### src/rtl/dff_arb_pkg.sv
// Shared definitions for the dff_reg_arbiter slice.
// Holds the arbiter state encoding, the default sizing constants and the
// one-hot helper used to build the registered grant vector.
package dff_arb_pkg;

    typedef enum logic {
        IDLE  = 1'b0,
        GRANT = 1'b1
    } arb_state_e;

    localparam int unsigned DEF_N_REQ    = 4;
    localparam int unsigned DEF_WIDTH    = 8;
    localparam int unsigned DEF_MAX_HOLD = 4;
    localparam int unsigned MAX_N_REQ    = 8;

    // One-hot vector of MAX_N_REQ bits with bit idx set; callers slice
    // the low N_REQ bits.
    function automatic logic [MAX_N_REQ-1:0] onehot(input int unsigned idx);
        return {{(MAX_N_REQ-1){1'b0}}, 1'b1} << idx;
    endfunction

endpackage

### src/rtl/dff_reg_arbiter_if.sv
// Bus bundle between the producer blocks and dff_reg_arbiter.
//   req    : per-requester level request
//   wdata  : packed write data, slice i belongs to requester i
//   gnt    : registered one-hot grant
//   busy   : high while a requester owns the register
//   owner  : index of current or last owner
//   Q1/Q2  : register contents and its bitwise complement
// master modport: producer side.  slave modport: arbiter side.
interface dff_reg_arbiter_if
    import dff_arb_pkg::*;
#(
    parameter int unsigned N_REQ = DEF_N_REQ,
    parameter int unsigned WIDTH = DEF_WIDTH
);
    localparam int unsigned IDX_W = (N_REQ > 1) ? $clog2(N_REQ) : 1;

    logic [N_REQ-1:0]       req;
    logic [N_REQ*WIDTH-1:0] wdata;
    logic [N_REQ-1:0]       gnt;
    logic                   busy;
    logic [IDX_W-1:0]       owner;
    logic [WIDTH-1:0]       Q1;
    logic [WIDTH-1:0]       Q2;

    modport master (
        output req, wdata,
        input  gnt, busy, owner, Q1, Q2
    );

    modport slave (
        input  req, wdata,
        output gnt, busy, owner, Q1, Q2
    );

endinterface

### src/rtl/dff_reg_arbiter_rr_picker.sv
// rr_picker: combinational round-robin selector.
// Finds the first set bit of req searching upward from ptr, wrapping from
// N_REQ-1 back to 0.
//   req   : request vector
//   ptr   : search start index (0..N_REQ-1)
//   found : any request present
//   sel   : index of the selected request (0 when found=0)
module rr_picker #(
    parameter int unsigned N_REQ = 4,
    parameter int unsigned IDX_W = (N_REQ > 1) ? $clog2(N_REQ) : 1
) (
    input  logic [N_REQ-1:0] req,
    input  logic [IDX_W-1:0] ptr,
    output logic             found,
    output logic [IDX_W-1:0] sel
);

    logic [2*N_REQ-1:0] req_dbl;
    logic [2*N_REQ-1:0] req_shift;

    // Doubling the vector and shifting by ptr turns the wrapped search into
    // a plain lowest-bit-first scan.
    assign req_dbl   = {req, req};
    assign req_shift = req_dbl >> ptr;

    always_comb begin
        int unsigned idx;
        found = 1'b0;
        sel   = '0;
        idx   = 0;
        for (int unsigned k = 0; k < N_REQ; k++) begin
            if (!found && req_shift[k]) begin
                found = 1'b1;
                idx   = 32'(ptr) + k;
                if (idx >= N_REQ) begin
                    idx = idx - N_REQ;
                end
                sel = IDX_W'(idx);
            end
        end
    end

endmodule

### src/rtl/dff_reg_arbiter.sv
// dff_reg_arbiter: round-robin arbiter sharing one WIDTH-bit D register
// between N_REQ requesters.  The granted owner loads its wdata slice on
// every edge where it keeps req high; dropping req releases ownership,
// followed by exactly one IDLE cycle before the next grant.
//   CLK   : clock, rising edge
//   RST_n : asynchronous active-low reset
//   bus   : dff_reg_arbiter_if.slave (req, wdata, gnt, busy, owner, Q1, Q2)
// Build option HOLD_LIMIT_EN: when defined, ownership is forcibly released
// after MAX_HOLD granted loads; when undefined MAX_HOLD only participates
// in the parameter range check.
module dff_reg_arbiter
    import dff_arb_pkg::*;
#(
    parameter int unsigned N_REQ    = DEF_N_REQ,
    parameter int unsigned WIDTH    = DEF_WIDTH,
    parameter int unsigned MAX_HOLD = DEF_MAX_HOLD
) (
    input logic              CLK,
    input logic              RST_n,
    dff_reg_arbiter_if.slave bus
);

    localparam int unsigned IDX_W = (N_REQ > 1) ? $clog2(N_REQ) : 1;

    if (N_REQ < 2 || N_REQ > MAX_N_REQ || MAX_HOLD < 1) begin : g_param_check
        $error("dff_reg_arbiter: N_REQ must be 2..8 and MAX_HOLD at least 1");
    end

    arb_state_e       state_q, state_n;
    logic [N_REQ-1:0] gnt_q, gnt_n;
    logic [IDX_W-1:0] owner_q, owner_n;
    logic [IDX_W-1:0] ptr_q, ptr_n;
    logic [WIDTH-1:0] q1_q;
    logic             load_en;

`ifdef HOLD_LIMIT_EN
    localparam int unsigned CNT_W = $clog2(MAX_HOLD + 1);
    logic [CNT_W-1:0] hold_cnt_q, hold_cnt_n;
`endif

    logic             found;
    logic [IDX_W-1:0] sel;
    logic [MAX_N_REQ-1:0] sel_oh;
    logic             owner_req;
    logic [WIDTH-1:0] owner_data;

    rr_picker #(
        .N_REQ (N_REQ),
        .IDX_W (IDX_W)
    ) u_picker (
        .req   (bus.req),
        .ptr   (ptr_q),
        .found (found),
        .sel   (sel)
    );

    assign sel_oh = onehot(32'(sel));

    // Owner's request bit and data slice, muxed by the registered owner.
    always_comb begin
        owner_req  = 1'b0;
        owner_data = '0;
        for (int unsigned i = 0; i < N_REQ; i++) begin
            if (owner_q == IDX_W'(i)) begin
                owner_req  = bus.req[i];
                owner_data = bus.wdata[i*WIDTH +: WIDTH];
            end
        end
    end

    always_comb begin
        logic release_now;
        state_n     = state_q;
        gnt_n       = gnt_q;
        owner_n     = owner_q;
        ptr_n       = ptr_q;
        load_en     = 1'b0;
        release_now = 1'b0;
`ifdef HOLD_LIMIT_EN
        hold_cnt_n  = hold_cnt_q;
`endif
        case (state_q)
            IDLE: begin
                if (found) begin
                    state_n = GRANT;
                    gnt_n   = sel_oh[N_REQ-1:0];
                    owner_n = sel;
`ifdef HOLD_LIMIT_EN
                    hold_cnt_n = '0;
`endif
                end
            end
            GRANT: begin
`ifdef HOLD_LIMIT_EN
                hold_cnt_n = hold_cnt_q + CNT_W'(1);
`endif
                if (owner_req) begin
                    load_en = 1'b1;
`ifdef HOLD_LIMIT_EN
                    // Last permitted load still happens on the release edge.
                    if (hold_cnt_q == CNT_W'(MAX_HOLD - 1)) begin
                        release_now = 1'b1;
                    end
`endif
                end else begin
                    release_now = 1'b1;
                end
                if (release_now) begin
                    state_n = IDLE;
                    gnt_n   = '0;
                    ptr_n   = (owner_q == IDX_W'(N_REQ - 1)) ? '0 : owner_q + IDX_W'(1);
                end
            end
            default: begin
                state_n = IDLE;
                gnt_n   = '0;
            end
        endcase
    end

    always_ff @(posedge CLK or negedge RST_n) begin
        if (!RST_n) begin
            state_q <= IDLE;
            gnt_q   <= '0;
            owner_q <= '0;
            ptr_q   <= '0;
            q1_q    <= '0;
`ifdef HOLD_LIMIT_EN
            hold_cnt_q <= '0;
`endif
        end else begin
            state_q <= state_n;
            gnt_q   <= gnt_n;
            owner_q <= owner_n;
            ptr_q   <= ptr_n;
            if (load_en) begin
                q1_q <= owner_data;
            end
`ifdef HOLD_LIMIT_EN
            hold_cnt_q <= hold_cnt_n;
`endif
        end
    end

    assign bus.gnt   = gnt_q;
    assign bus.busy  = (state_q == GRANT);
    assign bus.owner = owner_q;
    assign bus.Q1    = q1_q;
    assign bus.Q2    = ~q1_q;

endmodule

### src/flat_wrapper.sv
// flat-port wrapper written by rule: the top's interface ports become plain ports
module dff_reg_arbiter_flat import dff_arb_pkg::*;
#(
    parameter int unsigned N_REQ    = DEF_N_REQ,
    parameter int unsigned WIDTH    = DEF_WIDTH,
    parameter int unsigned MAX_HOLD = DEF_MAX_HOLD
)
  (CLK, RST_n, bus_req, bus_wdata, bus_gnt, bus_busy, bus_owner, bus_Q1, bus_Q2);
  dff_reg_arbiter_if #(.N_REQ(N_REQ), .WIDTH(WIDTH)) bus_i ();
  input logic CLK;
  input logic RST_n;
  input wire logic [$bits(bus_i.req)-1:0] bus_req;
  input wire logic [$bits(bus_i.wdata)-1:0] bus_wdata;
  output wire logic [$bits(bus_i.gnt)-1:0] bus_gnt;
  output wire logic [$bits(bus_i.busy)-1:0] bus_busy;
  output wire logic [$bits(bus_i.owner)-1:0] bus_owner;
  output wire logic [$bits(bus_i.Q1)-1:0] bus_Q1;
  output wire logic [$bits(bus_i.Q2)-1:0] bus_Q2;
  assign bus_i.req = bus_req;
  assign bus_i.wdata = bus_wdata;
  assign bus_gnt = bus_i.gnt;
  assign bus_busy = bus_i.busy;
  assign bus_owner = bus_i.owner;
  assign bus_Q1 = bus_i.Q1;
  assign bus_Q2 = bus_i.Q2;
  dff_reg_arbiter #(.N_REQ(N_REQ), .WIDTH(WIDTH), .MAX_HOLD(MAX_HOLD)) u_core (.CLK(CLK), .RST_n(RST_n), .bus(bus_i));
endmodule
### config.mk
export PLATFORM = sky130hd
export DESIGN_NAME = dff_reg_arbiter_flat
export DESIGN_NICKNAME = d
export VERILOG_FILES = /design/src/rtl/dff_arb_pkg.sv /design/src/rtl/dff_reg_arbiter_if.sv /design/src/rtl/dff_reg_arbiter_rr_picker.sv /design/src/rtl/dff_reg_arbiter.sv /design/src/flat_wrapper.sv
export SDC_FILE = /design/constraint.sdc
export NUM_CORES = 1
export LEC_CHECK = 0
export ABC_AREA = 1
export CAP_MARGIN = 10
export CORE_MARGIN = 2
export CORE_UTILIZATION = 40
export DETAILED_ROUTE_END_ITERATION = 16
export PLACE_DENSITY = 0.9
export SLEW_MARGIN = 5
export SYNTH_ARGS = -nofsm -noshare
export SYNTH_HDL_FRONTEND = slang
export SYNTH_SLANG_ARGS = --single-unit
### constraint.sdc
create_clock -name CLK -period 2.6 [get_ports CLK]
set_clock_uncertainty 0.15 [all_clocks]
set_input_delay 0.39 -clock CLK [delete_from_list [all_inputs] [get_ports CLK]]
set_output_delay 0.39 -clock CLK [all_outputs]
set_load 0.01 [all_outputs]
==> results of run 1 <==
==> metrics by stage <==
| stage | utilization (%) | hold slack (ns) | std cells | cell area (um2) |
|---|---|---|---|---|
| 3_3_place_gp | 62.3 | 0.342 | 275 | 1930 |
| 5_1_grt | 63.1 | 0.392 | 279 | 1960 |
| 4_1_cts | 63.1 | 0.379 | 279 | 1960 |
| 3_5_place_dp | 62.3 | 0.354 | 275 | 1930 |
| 2_1_floorplan | - | -0.0556 | 177 | 1320 |
| 6_report | 63.1 | 0.371 | 279 | 1960 |
==> flip-flops by register name (all words and copies together) (netlist names) <==
name,flops
u_core.bus.Q1,8
u_core.ptr_q,2
u_core.bus.busy,1
u_core.bus.gnt,4
u_core.bus.owner,2
==> layer usage <==
layer / wire length, um / part of all wire [%] / GRT usage (%)
met4: 10 / 0.32 / 2.74
met3: 192 / 6.1 / 2.31
met2: 1520 / 48 / 29.8
met1: 1410 / 45 / 24.7
met5: 0 / 0 / 0
==> power groups by stage <==
| stage | Sequential (W) | Combinational [W] | Clock (W) |
|---|---|---|---|
| floorplan | 0.000512 | 0.00104 | 0 |
| global placement | 0.000518 | 0.00147 | 0 |
| detailed placement | 0.000521 | 0.00151 | 0 |
| CTS | 0.000517 | 0.00152 | 0.000146 |
| global route | 0.000537 | 0.00170 | 0.000153 |
| finish | 0.000518 | 0.00151 | 0.000143 |
==> kinds of logic after synthesis <==
kind of cell	count (synthesis)	share of synthesized area [%]
AOI/OAI and AO/OA	30	13.1
xor gates and xnor gates	1	0.664
adders and majority gates	4	3.79
buffers and inverters	30	10.6
DFF	17	32.2
muxes	8	6.07
and+or+nand+nor	87	33.6
==> Yosys cell counts <==
cell      count
nand4_1       3
nand2_2       7
inv_1        19
nor2_2        1
dfrtp_1      17
nand3b_2      1
a21oi_1       3
nor2_1        6
inv_2         3
mux2i_1       8
nor2_8        1
nor2_4        1
clkbuf_1      1
a22oi_1       8
inv_4         1
o31ai_1       1
xnor2_1       1
buf_2         2
nand2_1      50
nand2_4       3
nand3_2       3
buf_4         2
nand3b_1      1
o21ai_0      15
o21ai_1       3
buf_6         2
nand3_1      10
ha_1          4
==> layout make-up <==
cell class,count,area share [%]
Multi-Input combinational cell,130,38.5
Timing Repair Buffer,61,31.0
Sequential cell,17,21.7
Inverter,23,4.53
Tap cell,44,2.81
Clock buffer,3,1.15
Clock inverter,1,0.255
==> placed cells by master, fill, tap and decap left out, drive strengths merged <==
cell           synthesis  final
clkbuf                 1      3
clkinv                 0      1
buf                    6      1
a21oi                  3      3
a22oi                  8      8
ha                     4      4
nor2                   9      9
nand3                 13     13
mux2i                  8      8
clkdlybuf4s50          0     60
dfrtp                 17     17
nand2                 60     60
xnor2                  1      1
inv                   23     23
o21ai                 18     18
nand3b                 2      2
o31ai                  1      1
nand4                  3      3
==> how the worst max path moves through the flow <==
stage | startpoint | end | slack, ns | depth (start not counted)
floorplan | u_core.bus.owner[1] | u_core.bus.Q1[0] | 0.73 | 12
global placement | bus_req[3] | u_core.bus.gnt[1] | 0.54 | 11
detailed placement | bus_req[3] | u_core.bus.gnt[3] | 0.50 | 11
CTS | u_core.bus.owner[1] | u_core.ptr_q[0] | 0.47 | 8
global route | u_core.bus.owner[1] | u_core.bus.Q1[4] | 0.27 | 10
finish | u_core.bus.owner[1] | u_core.ptr_q[0] | 0.46 | 8
==> worst max-delay path, cell delays in order (launching register included) <==
cell and delay, ns:
dfrtp_1 0.47, inv_1 0.11, ha_1 0.46, nor2_8 0.11, nand2_1 0.08, nand2_1 0.05
nand3b_1 0.09, nand3_1 0.24, o31ai_1 0.28
==> summary.txt, run 1 <==
Setup path
  – Endpoint required time on the critical path: between 2 and 3 ns
  – Critical setup path kind: flip-flop to flip-flop
  – Cells on worst reg2reg path: 8
  – Launching point of the worst reg2reg path: u_core.bus.owner[1]
  – Arrival time of data at the critical path endpoint: ~2.2 ns
  – R2r setup slk: 0.46 ns
  – Worst Path Max Fanout: 10
  – CP endpoint kind: flip-flop
  – Endpoint of the worst-slack reg-to-reg timing path: u_core.ptr_q[0]
  – Worst Setup Start Kind: flip-flop

Floorplan
  – Die height: 61.4 um
  – Die boundary width: about 61 um
  – DIE AREA: 3780 um2
  – Core region area: 3100 um2
  – I/O Pins: approximately 60
  – Site Rows: 20
  – Initial standard-cell utilization of the core: 42.5%

Power
  – Cell Pwr Density: 1110 nW/um2
  – Internal Pwr Total: around 0.0011 W
  – Worst IR Drop VDD: 0.656 mV
  – Fraction of power spent switching nets: 49.1%
  – Fraction of power consumed by the clock network: 6.6%
  – Leakage Power: between 0.9 and 1 nW
  – Switching power summed over all nets: 0.00107 W
  – Proportion of power drawn by combinational gates: between 60% and 70%
  – Sequential fraction of design power: about a quarter
  – Total power: 0.00217 W

CTS
  – CTS Root Buffer Type: clkbuf_4
  – Clock tree from TritonCTS: done
  – CTS max path bufs: 2
  – Post-CTS clock slew at the launch and capture registers of the worst setup and hold paths: 0.10 ns
  – CTS sink cnt: 17
  – CTS buffer count: 3
  – CTS Hold Bufs: 0
  – Clock insertion delay at the later pin of the skew report: 0.29 ns
  – Cells resized by post-CTS repair: 0
  – Post-CTS setup buffers: 0
  – Number of levels the H-tree was split into: 1

Routing
  – Total via count in the routed design: approximately 1300
  – Avg Vias per Cell: 4.82
  – Violation count after the first detailed-routing iteration: 38
  – Mean routed wirelength per cell: 11.2 um
  – Antenna-violating nets left: 0
  – Detailed Routing Iterations Pass 1: 5
  – DRC viols: 0
  – Total Routed Length: approximately 3100 um

Timing
  – Actual transition at the worst max-transition pin: 0.738 ns
  – Share of the clock period used by the worst path: about 80%
  – Maximum frequency from static timing analysis: around 0.47 GHz
  – Unrepaired setup endpoints after global routing: no
  – Aggregate negative setup slack: 0 ns
  – Fin. max-slew vios: 0
  – Tmin final: around 2.1 ns
  – Final Hold Vio Count: 0
  – Worst rel slew slack: 50.6%
  – Final number of setup-violating endpoints: 0
  – Final setup margin: 0.461 ns

Synthesis
  – Largest area contributor in the netlist: dfrtp_1
  – Share of the yosys chip area belonging to registers: about a third
  – Average size of a mapped cell: 7.46 um2
  – Number of distinct standard cells referenced by the synthesized netlist: 28
  – Number of standard cells after synthesis: 177
  – Cell area after synthesis: about 1300 um2
  – Area share of the largest cell type after synthesis: 32.2%
  – Yosys warnings: 0
  – Net count of the mapped netlist: 219
  – Dominant cells by area after synthesis: dfrtp_1 32%, nand2_1 14%, mux2i_1 6.1%
  – Number of synthesized register bits: 17

Cells and area
  – Antenna fix cells: 0
  – Register area: 425 um2
  – Layout cells sized above 1: 11.1%
  – Area growth from synthesis to layout: 48.4%
  – Final net count: roughly 280
  – Footprint of the multi-input gates: 754 um2
  – Fill count: 296

Global routing
  – Global-route usage over all layers: 17.6%
  – Wire length of the first global-routing pass: 5130 um
  – Number of global-route vias before repair: 1195
  – Pin count of the biggest net entering global routing: 19
  – Antenna violations before repair: 0
  – Overflow after GRT: 0

Placement
  – Global placement routability congestion: ~0.77
  – Count of buffers from port buffering: 60
  – Setup Slack @ Placement: 0.500 ns
  – Placed wire-length estimate after detailed placement: between 2000 and 3000 um

Flow run
  – Number of violations of the max-capacitance limit: 0

Hold path
  – Worst min-delay path category: input pin to async pin

Status
  – Result of the run: complete, no violations
(Power assumes the default switching activity.)
==> run 2: changes to the inputs <==
Clock period 2.6 ns to 2.1 ns, I/O delays scaled along.
==> summary.txt, run 2 (synthesis results as in run 1) <==
CTS
  – CTS Root Buffer Type: clkbuf_4
  – CTS sink cnt: 17 (unchanged)
  – Number of levels the H-tree was split into: 1 (unchanged)
  – Post-CTS setup buffers: 0 (unchanged)
  – Post-CTS clock slew at the launch and capture registers of the worst setup and hold paths: 0.10 ns (about the same)
  – CTS buffer count: 3 (unchanged)
  – CTS max path bufs: 2 (unchanged)
  – Clock tree from TritonCTS: done
  – Clock insertion delay at the later pin of the skew report: 0.29 ns (about the same)

Floorplan
  – Site Rows: 20 (unchanged)
  – DIE AREA: 3780 um2 (unchanged)
  – Core region area: 3100 um2 (unchanged)
  – Initial standard-cell utilization of the core: 42.5% (unchanged)
  – I/O Pins: 61 (unchanged)
  – Die boundary width: 61.4 um (unchanged)
  – Die height: 61.4 um (unchanged)

Cells and area
  – Most frequent standard cell in the layout excluding fill and tap cells: clkdlybuf4s50_1
  – Number of flip-flops in the largest register: 8 (unchanged)
  – Antenna fix cells: 0 (unchanged)
  – Utilization after layout: 64.3% (+1.1 points)
  – Fin area: 1990 um2 (+1.8%)
  – Commonest cells after routing, fill and taps aside: 60 x clkdlybuf4s50_1, 50 x nand2_1, 19 x inv_1
  – Final net count: 282 (+1.4%)
  – Area growth from synthesis to layout: 51.1%
  – Layout cells sized above 1: 13.0% (+1.9 points)

Setup path
  – Cells on worst reg2reg path: 9 (+1)
  – Worst Setup Start Kind: flip-flop
  – Arrival time of data at the critical path endpoint: 1.95 ns (-0.24 ns)
  – Worst Path Max Fanout: 17 (+7)
  – Critical setup path kind: flip-flop to flip-flop
  – CP endpoint kind: flip-flop
  – Endpoint required time on the critical path: 2.12 ns (-0.53 ns)
  – Launching point of the worst reg2reg path: u_core.bus.owner[0]
  – R2r setup slk: 0.17 ns (-0.29 ns)
  – Endpoint of the worst-slack reg-to-reg timing path: u_core.bus.Q1[6]

Timing
  – Maximum frequency from static timing analysis: 0.518 GHz (+11%)
  – Worst rel slew slack: 74.0% (+23 points)
  – Share of the clock period used by the worst path: 91.8% (+9.6 points)
  – Final number of setup-violating endpoints: 0 (unchanged)
  – Unrepaired setup endpoints after global routing: no
  – Final Hold Vio Count: 0 (unchanged)
  – Tmin final: 1.93 ns (-0.211 ns)
  – Actual transition at the worst max-transition pin: 0.390 ns (-0.349 ns)
  – Fin. max-slew vios: 0 (unchanged)
  – Aggregate negative setup slack: 0 ns (unchanged)

Placement
  – Post-Place Cell Area: 1960 um2 (+1.6%)
  – Count of buffers from port buffering: 60 (unchanged)
  – Global placement routability congestion: 0.832 (+8.1%)
  – Placed wire-length estimate after detailed placement: 2720 um (+5.3%)

Routing
  – Avg Vias per Cell: 4.76 (-1.3%)
  – Detailed Routing Iterations Pass 1: 4 (-1)
  – Total via count in the routed design: 1347 (+0.074%)
  – Total Routed Length: 3250 um (+3.8%)
  – Violation count after the first detailed-routing iteration: 45 (+18%)
  – DRC viols: 0 (unchanged)
  – Mean routed wirelength per cell: 11.5 um (+2.4%)
  – Antenna-violating nets left: 0 (unchanged)

Power
  – Leakage Power: 0.929 nW (+2.5%)
  – Cell Pwr Density: 1380 nW/um2 (+24%)
  – Worst IR Drop VDD: 0.824 mV (+26%)

Status
  – Result of the run: complete, no violations

Hold path
  – Worst min-delay path category: input pin to async pin

Global routing
  – Pin count of the biggest net entering global routing: 18 (-1)
  – Global-route usage over all layers: 18.4% (+0.72 points)
  – Overflow after GRT: 0 (unchanged)
  – Antenna violations before repair: 0 (unchanged)
  – Number of global-route vias before repair: 1216 (+1.8%)
  – Wire length of the first global-routing pass: 5240 um (+2.2%)

Flow run
  – Number of violations of the max-capacitance limit: 0 (unchanged)
[run 2: changes by cell type in the layout (fill, tap and decap cells not counted), sizes merged]
cell  change
buf       +4
[run 2: routing by layer]
| layer | GRT usage (%) | up-vias | wire (um) |
|---|---|---|---|
| met5 | 0 | - | 0 |
| met4 | 3.65 | 0 | 19 |
| met3 | 2.31 | 4 | 172 |
| met2 | 31.2 | 51 | 1600 |
| met1 | 25.3 | 589 | 1460 |
| li1 | - | 703 | - |
[run 2: timing repair]
action,in CTS,in global routing
hold buffers,0,0
hold endpoints to repair,0,0
gates resized for setup,0,1
setup endpoints to repair,0,5
[run 2: layout make-up]
| type | instances | area, um2 |
|---|---|---|
| clock inverters | 1 | 5.00 |
| clock buffers | 3 | 22.5 |
| inverters | 23 | 88.8 |
| multi-input cells | 130 | 759 |
| fillers | 296 | 1110 |
| repair buffers | 65 | 638 |
| flip-flops and latches | 17 | 425 |
| well taps | 44 | 55.1 |
[run 2: worst max-delay path by stage]
| stage | start | end | slack, ns | cells after the start |
|---|---|---|---|---|
| floorplan | u_core.bus.owner[1] | u_core.bus.Q1[0] | 0.23 | 12 |
| global placement | bus_req[3] | u_core.bus.gnt[1] | 0.12 | 11 |
| detailed placement | bus_req[3] | u_core.bus.gnt[1] | 0.07 | 11 |
| CTS | u_core.bus.owner[0] | u_core.ptr_q[0] | 0.14 | 9 |
| global route | u_core.bus.owner[0] | u_core.bus.Q1[0] | 0.01 | 11 |
| finish | u_core.bus.owner[0] | u_core.bus.Q1[6] | 0.17 | 9 |
[run 2: critical path: stages (launching register included)]
cell and delay (ns):
dfrtp_1 0.47, ha_1 0.32, nor2_8 0.19, nand2_1 0.07, nand2_1 0.06, nand3b_1 0.11, nand2_1 0.09, nand2_2 0.16
nand2_1 0.11, o21ai_0 0.08
[run 2: power by group]
group | internal (W) | total [W] | switching (W)
sequential | 0.000470 | 0.000637 | 0.000167
combinational | 0.000868 | 0.00194 | 0.00107
clock | 0.0000708 | 0.000175 | 0.000104
total | 0.00141 | 0.00275 | 0.00135
[run 2: per-stage QoR]
step / total power, W / setup WS (ns) / instances / hold slack [ns]
after detailed placement: 0.00257 / 0.0713 / 279 / 0.353
after CTS: 0.00275 / 0.144 / 283 / 0.203
final: 0.00275 / 0.171 / 283 / 0.188
after floorplan: 0.00192 / 0.227 / 177 / -0.131
after global routing: 0.00301 / 0.0148 / 283 / 0.213
after global placement: 0.00251 / 0.122 / 279 / 0.343
